[src/rtl/plab4_net_router_output_sched_tdm.sv]
// -----------------------------------------------------------------------------
// plab4_net_router_output_sched_tdm
//
// Output-port scheduler for one router output fed by three input ports. The
// port is time-partitioned between two security domains (0 = low, 1 = high)
// in fixed alternating epochs of EPOCH_LEN cycles. Within an epoch only
// requesters of the current domain are arbitrated (round robin). A grant is
// locked to its winner for the whole multi-flit packet.
//
// Handshake: a flit moves when out_val and out_rdy are both high in the same
// cycle. out_val is a pure function of the requests and the scheduler state;
// it never depends on out_rdy. A low out_rdy simply stalls the flit, and in
// IDLE the winner may change on the next cycle.
//
// Ports:
//   clk, reset                  clock, asynchronous active-high reset
//   reqs_p0..p2                 port i has a flit for this output
//   reqs_p0..p2_domain          security domain of port i traffic
//   tail_p0..p2                 port i current flit is the packet tail
//   grants_p0..p2               port i granted this cycle (at most one)
//   out_val / out_rdy           output flit valid / downstream ready
//   xbar_sel                    crossbar select (granted port, owner in BUSY)
//   out_domain                  domain of the current epoch
//   overrun                     sticky: a packet ran past an epoch boundary
//   dbg_state_o                 scheduler state (0 = IDLE, 1 = BUSY)
// -----------------------------------------------------------------------------
module plab4_net_router_output_sched_tdm #(
  parameter int EPOCH_LEN   = 16,
  parameter int MAX_PKT_LEN = 4
) (
  input  logic       clk,
  input  logic       reset,
  input  logic       reqs_p0,
  input  logic       reqs_p1,
  input  logic       reqs_p2,
  input  logic       reqs_p0_domain,
  input  logic       reqs_p1_domain,
  input  logic       reqs_p2_domain,
  input  logic       tail_p0,
  input  logic       tail_p1,
  input  logic       tail_p2,
  output logic       grants_p0,
  output logic       grants_p1,
  output logic       grants_p2,
  output logic       out_val,
  input  logic       out_rdy,
  output logic [1:0] xbar_sel,
  output logic       out_domain,
  output logic       overrun,
  output logic       dbg_state_o
);

  localparam int CW = (EPOCH_LEN > 1) ? $clog2(EPOCH_LEN) : 1;
  localparam logic [CW-1:0] LAST_CNT  = CW'(EPOCH_LEN - 1);
  // A packet may start only while EPOCH_LEN - cnt >= MAX_PKT_LEN,
  // i.e. cnt <= EPOCH_LEN - MAX_PKT_LEN.
  localparam logic [CW-1:0] START_MAX = CW'(EPOCH_LEN - MAX_PKT_LEN);

  typedef enum logic {IDLE = 1'b0, BUSY = 1'b1} state_e;

  state_e          state_q,        state_d;
  logic [CW-1:0]   epoch_cnt_q,    epoch_cnt_d;
  logic            epoch_domain_q, epoch_domain_d;
  logic [1:0]      rr_ptr_q,       rr_ptr_d;
  logic [1:0]      owner_q,        owner_d;
  logic            overrun_q,      overrun_d;

  logic [2:0] req_v, dom_v, tail_v, elig_v, gnt_v;
  logic [1:0] cand1, cand2, cand3, win, sel;
  logic       any_elig, start_ok, xfer, tail_x, at_last, hold;

  function automatic logic [1:0] inc3(input logic [1:0] p);
    inc3 = (p == 2'd2) ? 2'd0 : p + 2'd1;
  endfunction

  function automatic logic bit_at(input logic [2:0] v, input logic [1:0] i);
    case (i)
      2'd0:    bit_at = v[0];
      2'd1:    bit_at = v[1];
      default: bit_at = v[2];
    endcase
  endfunction

  function automatic logic [2:0] onehot(input logic [1:0] i);
    case (i)
      2'd0:    onehot = 3'b001;
      2'd1:    onehot = 3'b010;
      default: onehot = 3'b100;
    endcase
  endfunction

  assign req_v  = {reqs_p2, reqs_p1, reqs_p0};
  assign dom_v  = {reqs_p2_domain, reqs_p1_domain, reqs_p0_domain};
  assign tail_v = {tail_p2, tail_p1, tail_p0};

  // Only traffic of the current epoch's domain may compete.
  assign elig_v   = req_v & ~(dom_v ^ {3{epoch_domain_q}});
  assign start_ok = (epoch_cnt_q <= START_MAX);

  // Search order after the last winner: rr+1, rr+2, rr (mod 3).
  assign cand1 = inc3(rr_ptr_q);
  assign cand2 = inc3(cand1);
  assign cand3 = rr_ptr_q;

  always_comb begin
    win      = cand3;
    any_elig = 1'b0;
    if (bit_at(elig_v, cand1)) begin
      win      = cand1;
      any_elig = 1'b1;
    end else if (bit_at(elig_v, cand2)) begin
      win      = cand2;
      any_elig = 1'b1;
    end else if (bit_at(elig_v, cand3)) begin
      win      = cand3;
      any_elig = 1'b1;
    end
  end

  // Grant / select. While locked, the owner keeps the crossbar regardless of
  // domain or start guard; nobody else is granted. Reset masks every grant
  // so nothing is issued in the reset cycle itself.
  always_comb begin
    gnt_v = '0;
    sel   = '0;
    if (!reset) begin
      if (state_q == BUSY) begin
        sel   = owner_q;
        gnt_v = onehot(owner_q) & {3{bit_at(req_v, owner_q)}};
      end else if (start_ok && any_elig) begin
        sel   = win;
        gnt_v = onehot(win);
      end
    end
  end

  assign out_val = |gnt_v;
  assign xfer    = out_val & out_rdy;
  assign tail_x  = bit_at(tail_v, sel);
  assign at_last = (epoch_cnt_q == LAST_CNT);
  // A locked packet that has not finished by the last epoch cycle stretches
  // the epoch: the counter parks on its last value until the tail moves.
  assign hold    = (state_q == BUSY) && at_last && !(xfer && tail_x);

  // Packet lock FSM and round-robin pointer.
  always_comb begin
    state_d  = state_q;
    owner_d  = owner_q;
    rr_ptr_d = rr_ptr_q;
    if (xfer) begin
      if (tail_x) begin
        state_d  = IDLE;
        rr_ptr_d = sel;
      end else begin
        state_d  = BUSY;
        owner_d  = sel;
      end
    end
  end

  // Epoch counter and domain toggle.
  always_comb begin
    epoch_cnt_d    = epoch_cnt_q + 1'b1;
    epoch_domain_d = epoch_domain_q;
    overrun_d      = overrun_q;
    if (hold) begin
      epoch_cnt_d = epoch_cnt_q;
      overrun_d   = 1'b1;
    end else if (at_last) begin
      epoch_cnt_d    = '0;
      epoch_domain_d = ~epoch_domain_q;
    end
  end

  always_ff @(posedge clk or posedge reset) begin
    if (reset) begin
      state_q        <= IDLE;
      epoch_cnt_q    <= '0;
      epoch_domain_q <= 1'b0;
      rr_ptr_q       <= 2'd2;
      owner_q        <= 2'd0;
      overrun_q      <= 1'b0;
    end else begin
      state_q        <= state_d;
      epoch_cnt_q    <= epoch_cnt_d;
      epoch_domain_q <= epoch_domain_d;
      rr_ptr_q       <= rr_ptr_d;
      owner_q        <= owner_d;
      overrun_q      <= overrun_d;
    end
  end

  assign grants_p0   = gnt_v[0];
  assign grants_p1   = gnt_v[1];
  assign grants_p2   = gnt_v[2];
  assign xbar_sel    = sel;
  assign out_domain  = epoch_domain_q;
  assign overrun     = overrun_q;
  assign dbg_state_o = (state_q == BUSY);

endmodule

[config.mk]
export PLATFORM = sky130hd
export DESIGN_NAME = plab4_net_router_output_sched_tdm
export DESIGN_NICKNAME = d
export VERILOG_FILES = /design/src/rtl/plab4_net_router_output_sched_tdm.sv
export SDC_FILE = /design/constraint.sdc
export NUM_CORES = 1
export LEC_CHECK = 0
export ABC_AREA = 1
export ABC_CLOCK_PERIOD_IN_PS = 1800
export CAP_MARGIN = 15
export CORE_MARGIN = 1.5
export CORE_UTILIZATION = 45
export DETAILED_ROUTE_END_ITERATION = 7
export PLACE_DENSITY = 0.83
export REMOVE_ABC_BUFFERS = 1
export SETUP_SLACK_MARGIN = 0.02
export SYNTH_ARGS = -nofsm -noshare
export SYNTH_HDL_FRONTEND = slang
export SYNTH_SLANG_ARGS = --single-unit
[constraint.sdc]
create_clock -name clk -period 1.8 [get_ports clk]
set_input_delay 0.36 -clock clk [delete_from_list [all_inputs] [get_ports clk]]
set_output_delay 0.36 -clock clk [all_outputs]
set_load 0.01 [all_outputs]
==> summary.txt <==
Run status
  • Status: finished, violations left
  • Failing checks: setup timing

Yosys
  • Synth top area cells: dfrtp_1 26%, nand2_1 10%, inv_1 8.8%, nand2_2 7.0%, nand3_1 6.6%
  • Mapped Cells: 135
  • YS warnings: 0
  • Area share of the largest cell type after synthesis: 25.6%
  • Leading area contributor after synthesis: dfrtp_1
  • Sequential area share after synthesis: 28.3%
  • Mapped Area: 978 µm²
  • Seq cells post-synth: 11
  • Mean post-synth cell area: 7.25 µm²
  • Post-synth cell types: 26

Route
  • Via-to-Cell Ratio: 5.23
  • DRC: 0
  • DR WL/cell: 14.3 µm
  • Final ANT Viol Nets: 0
  • Drt first-iter violations: 33
  • DRT Wirelength: 3210 µm
  • First drt pass iteration count: 7
  • Routed vias: 1171

GRT
  • Global-route wire length before repair: 5100 µm
  • Initial antenna violation count: 0
  • Vias in the first global route: 1186
  • Total grt overflow: 0
  • Total track usage: 27.0%
  • Pin count of the biggest net entering global routing: 12

Critical path
  • Arr. time, crit path: 2.00 ns
  • Critical path capture point type: primary output
  • Req. time, crit path: 1.44 ns
  • Startpoint Class: flip-flop
  • Worst Path Max Fanout: 5
  • Crit Path Class: flip-flop to primary output

STA
  • Setup Viol. Count Final: 17
  • Final worst slack: -0.565 ns
  • Min Tclk post-route: 2.36 ns
  • Part of the cycle the worst path needs: 131%
  • Slew HR: 76.8%
  • Max Transition Viols Final: 0
  • Endpoints failing hold: 0
  • Worst slew pin tran: 0.347 ns
  • Max Freq: 0.423 GHz
  • Layout Skew: 0.00208 ns
  • RSZ-0062 raised after global routing: yes

Die
  • Die width: 49.6 µm
  • Die Ht: 49.6 µm
  • IO Pins: 21
  • Core area: 0.00200 mm²
  • Core Rows: 16
  • Die Area: 0.00246 mm²
  • Initial Utilization: 48.9%

Placed design
  • Gpl congestion: 0.806
  • Count of input and output buffers: 20
  • Cell Area, Placed: 0.00141 mm²
  • Dpl cells: 208
  • HPWL Detailed: 2000 µm

Finish
  • Fin cells: 224
  • Layout Area Growth over Synthesis: 69.3%
  • Share of layout cells above drive strength 1: 51.3%
  • Post-layout net count: 212
  • N_diodes: 0
  • Final non-filler cell area: 0.00166 mm²

Clocking
  • CTS tree: done
  • Clock Latency Late Sink: 0.26 ns
  • Htree depth: 1
  • Clock root buffer master: clkbuf_4
  • Num CTS Buffers: 3
  • Clk slew on worst S/H paths: 0.07 ns
  • Clock Sinks: 11
  • CTS max path bufs: 2

Run
  • Max Cap Viol: 0

Pwr
  • PwrDens: 1430 mW/mm²
  • Static leakage: 0.882 nW
  • VDD IR-drop max: 0.924 mV

Worst hold path
  • Tightest Hold Check Type: flip-flop to flip-flop
-- cells in the final DEF (no fill, tap or decap), types with 4 or more instances in the layout --
master,synthesis,final
o21ai_1,6,4
dfrtp_1,10,9
nand3_1,13,9
inv_1,23,21
nand2_1,27,19
nand3_2,6,8
nand2_2,11,14
dlygate4sd2_1,0,4
clkdlybuf4s50_1,0,10
o21ai_2,1,4
nor2_1,9,7
buf_4,0,31
nand4_1,6,6
nand2_4,1,6
buf_6,0,10
-- cell usage after synthesis (all sizes together) --
cell	count
a21oi	4
dfstp	1
nand4	7
nand3b	1
clkinv	1
dfrtp	10
nor2	14
or2	1
nand3	19
o21ai	8
inv	25
ha	2
nand2	41
xnor2	1
-- per-stage QoR --
| step | worst slack (ns) | hold slack (ns) | power [mW] | TNS, ns | utilization [%] |
|---|---|---|---|---|---|
| 3_5_place_dp | -0.980 | 0.473 | 1.84 | -13.16 | 70.3 |
| 5_1_grt | -0.660 | 0.513 | 2.55 | -9.11 | 82.8 |
| 2_1_floorplan | -0.146 | 0.227 | 1.21 | -0.787 | - |
| 4_1_cts | -0.524 | 0.489 | 2.20 | -6.45 | 78.9 |
| 3_3_place_gp | -0.878 | 0.449 | 1.78 | -11.84 | 70.3 |
| 6_report | -0.565 | 0.477 | 2.37 | -7.47 | 82.8 |
-- registers in the layout (all words and copies together), names as in the netlist --
name	flops
cand3	2
out_domain	1
overrun	1
owner_q	2
epoch_cnt_q	4
dbg_state_o	1
-- final cells by class --
cell class	instances	area, µm²
sequential	11	278
multi-input combinational	98	722
inverter	26	101
timing repair buffer	58	495
fill	121	345
tap	27	33.8
clock buffer	4	26.3
-- worst max-delay path, cell delays in order (launching register included) --
cell and delay (ns):
dfrtp_2 0.46, buf_6 0.13, nand2_4 0.05, nand4_1 0.16
nand2_1 0.08, nor2_2 0.14, nand2_1 0.08, nand2_2 0.11
nand2_2 0.09, nand3_2 0.10, nand2_2 0.07, nor2_4 0.09
inv_1 0.04, buf_2 0.13
-- report_power, final --
group          leakage (nW)  internal (mW)  total (mW)  switching (mW)
Combinational         0.738          0.844        1.78           0.934
Clock                0.0150         0.0858       0.165          0.0794
Sequential            0.129          0.341       0.428          0.0870
-- metal layers --
metal	wire length, µm	vias to the layer above	track usage, %
met5	0	-	0
met4	61	0	7.41
met3	146	7	2.73
met1	1180	558	28.2
met2	1820	51	55.3
li1	-	555	-
-- kinds of logic after synthesis --
logic type | count (synthesis) | synth area share (%)
buffers and inverters | 26 | 10.1
flip-flops | 11 | 28.3
XOR/XNOR | 1 | 0.895
AO/OA/AOI/OAI | 12 | 7.67
adder cells (fa/ha/maj) | 2 | 2.56
AND/OR/NAND/NOR | 83 | 50.5
-- repair_timing --
item / in CTS / in global routing
gates resized for setup: 58 / 13
setup buffers: 8 / 4
setup endpoints to repair: 17 / 17
pin swaps: 22 / 9
hold buffers: 0 / 0
endpoints found under the hold margin: 0 / 0
-- path summary, 6_finish.rpt --
path                             from             end  slack (ns)  depth (start not counted)
max                        out_domain         out_val       -0.56                         13
min                           overrun         overrun        0.48                          2
max reg2reg                out_domain      out_domain       -0.49                         17
min reg2reg                   overrun         overrun        0.48                          2
max in group asynchronous       reset        cand3[1]        0.96                          3
min in group asynchronous       reset  epoch_cnt_q[1]        0.61                          3
Power figures use the tool's default switching activity.
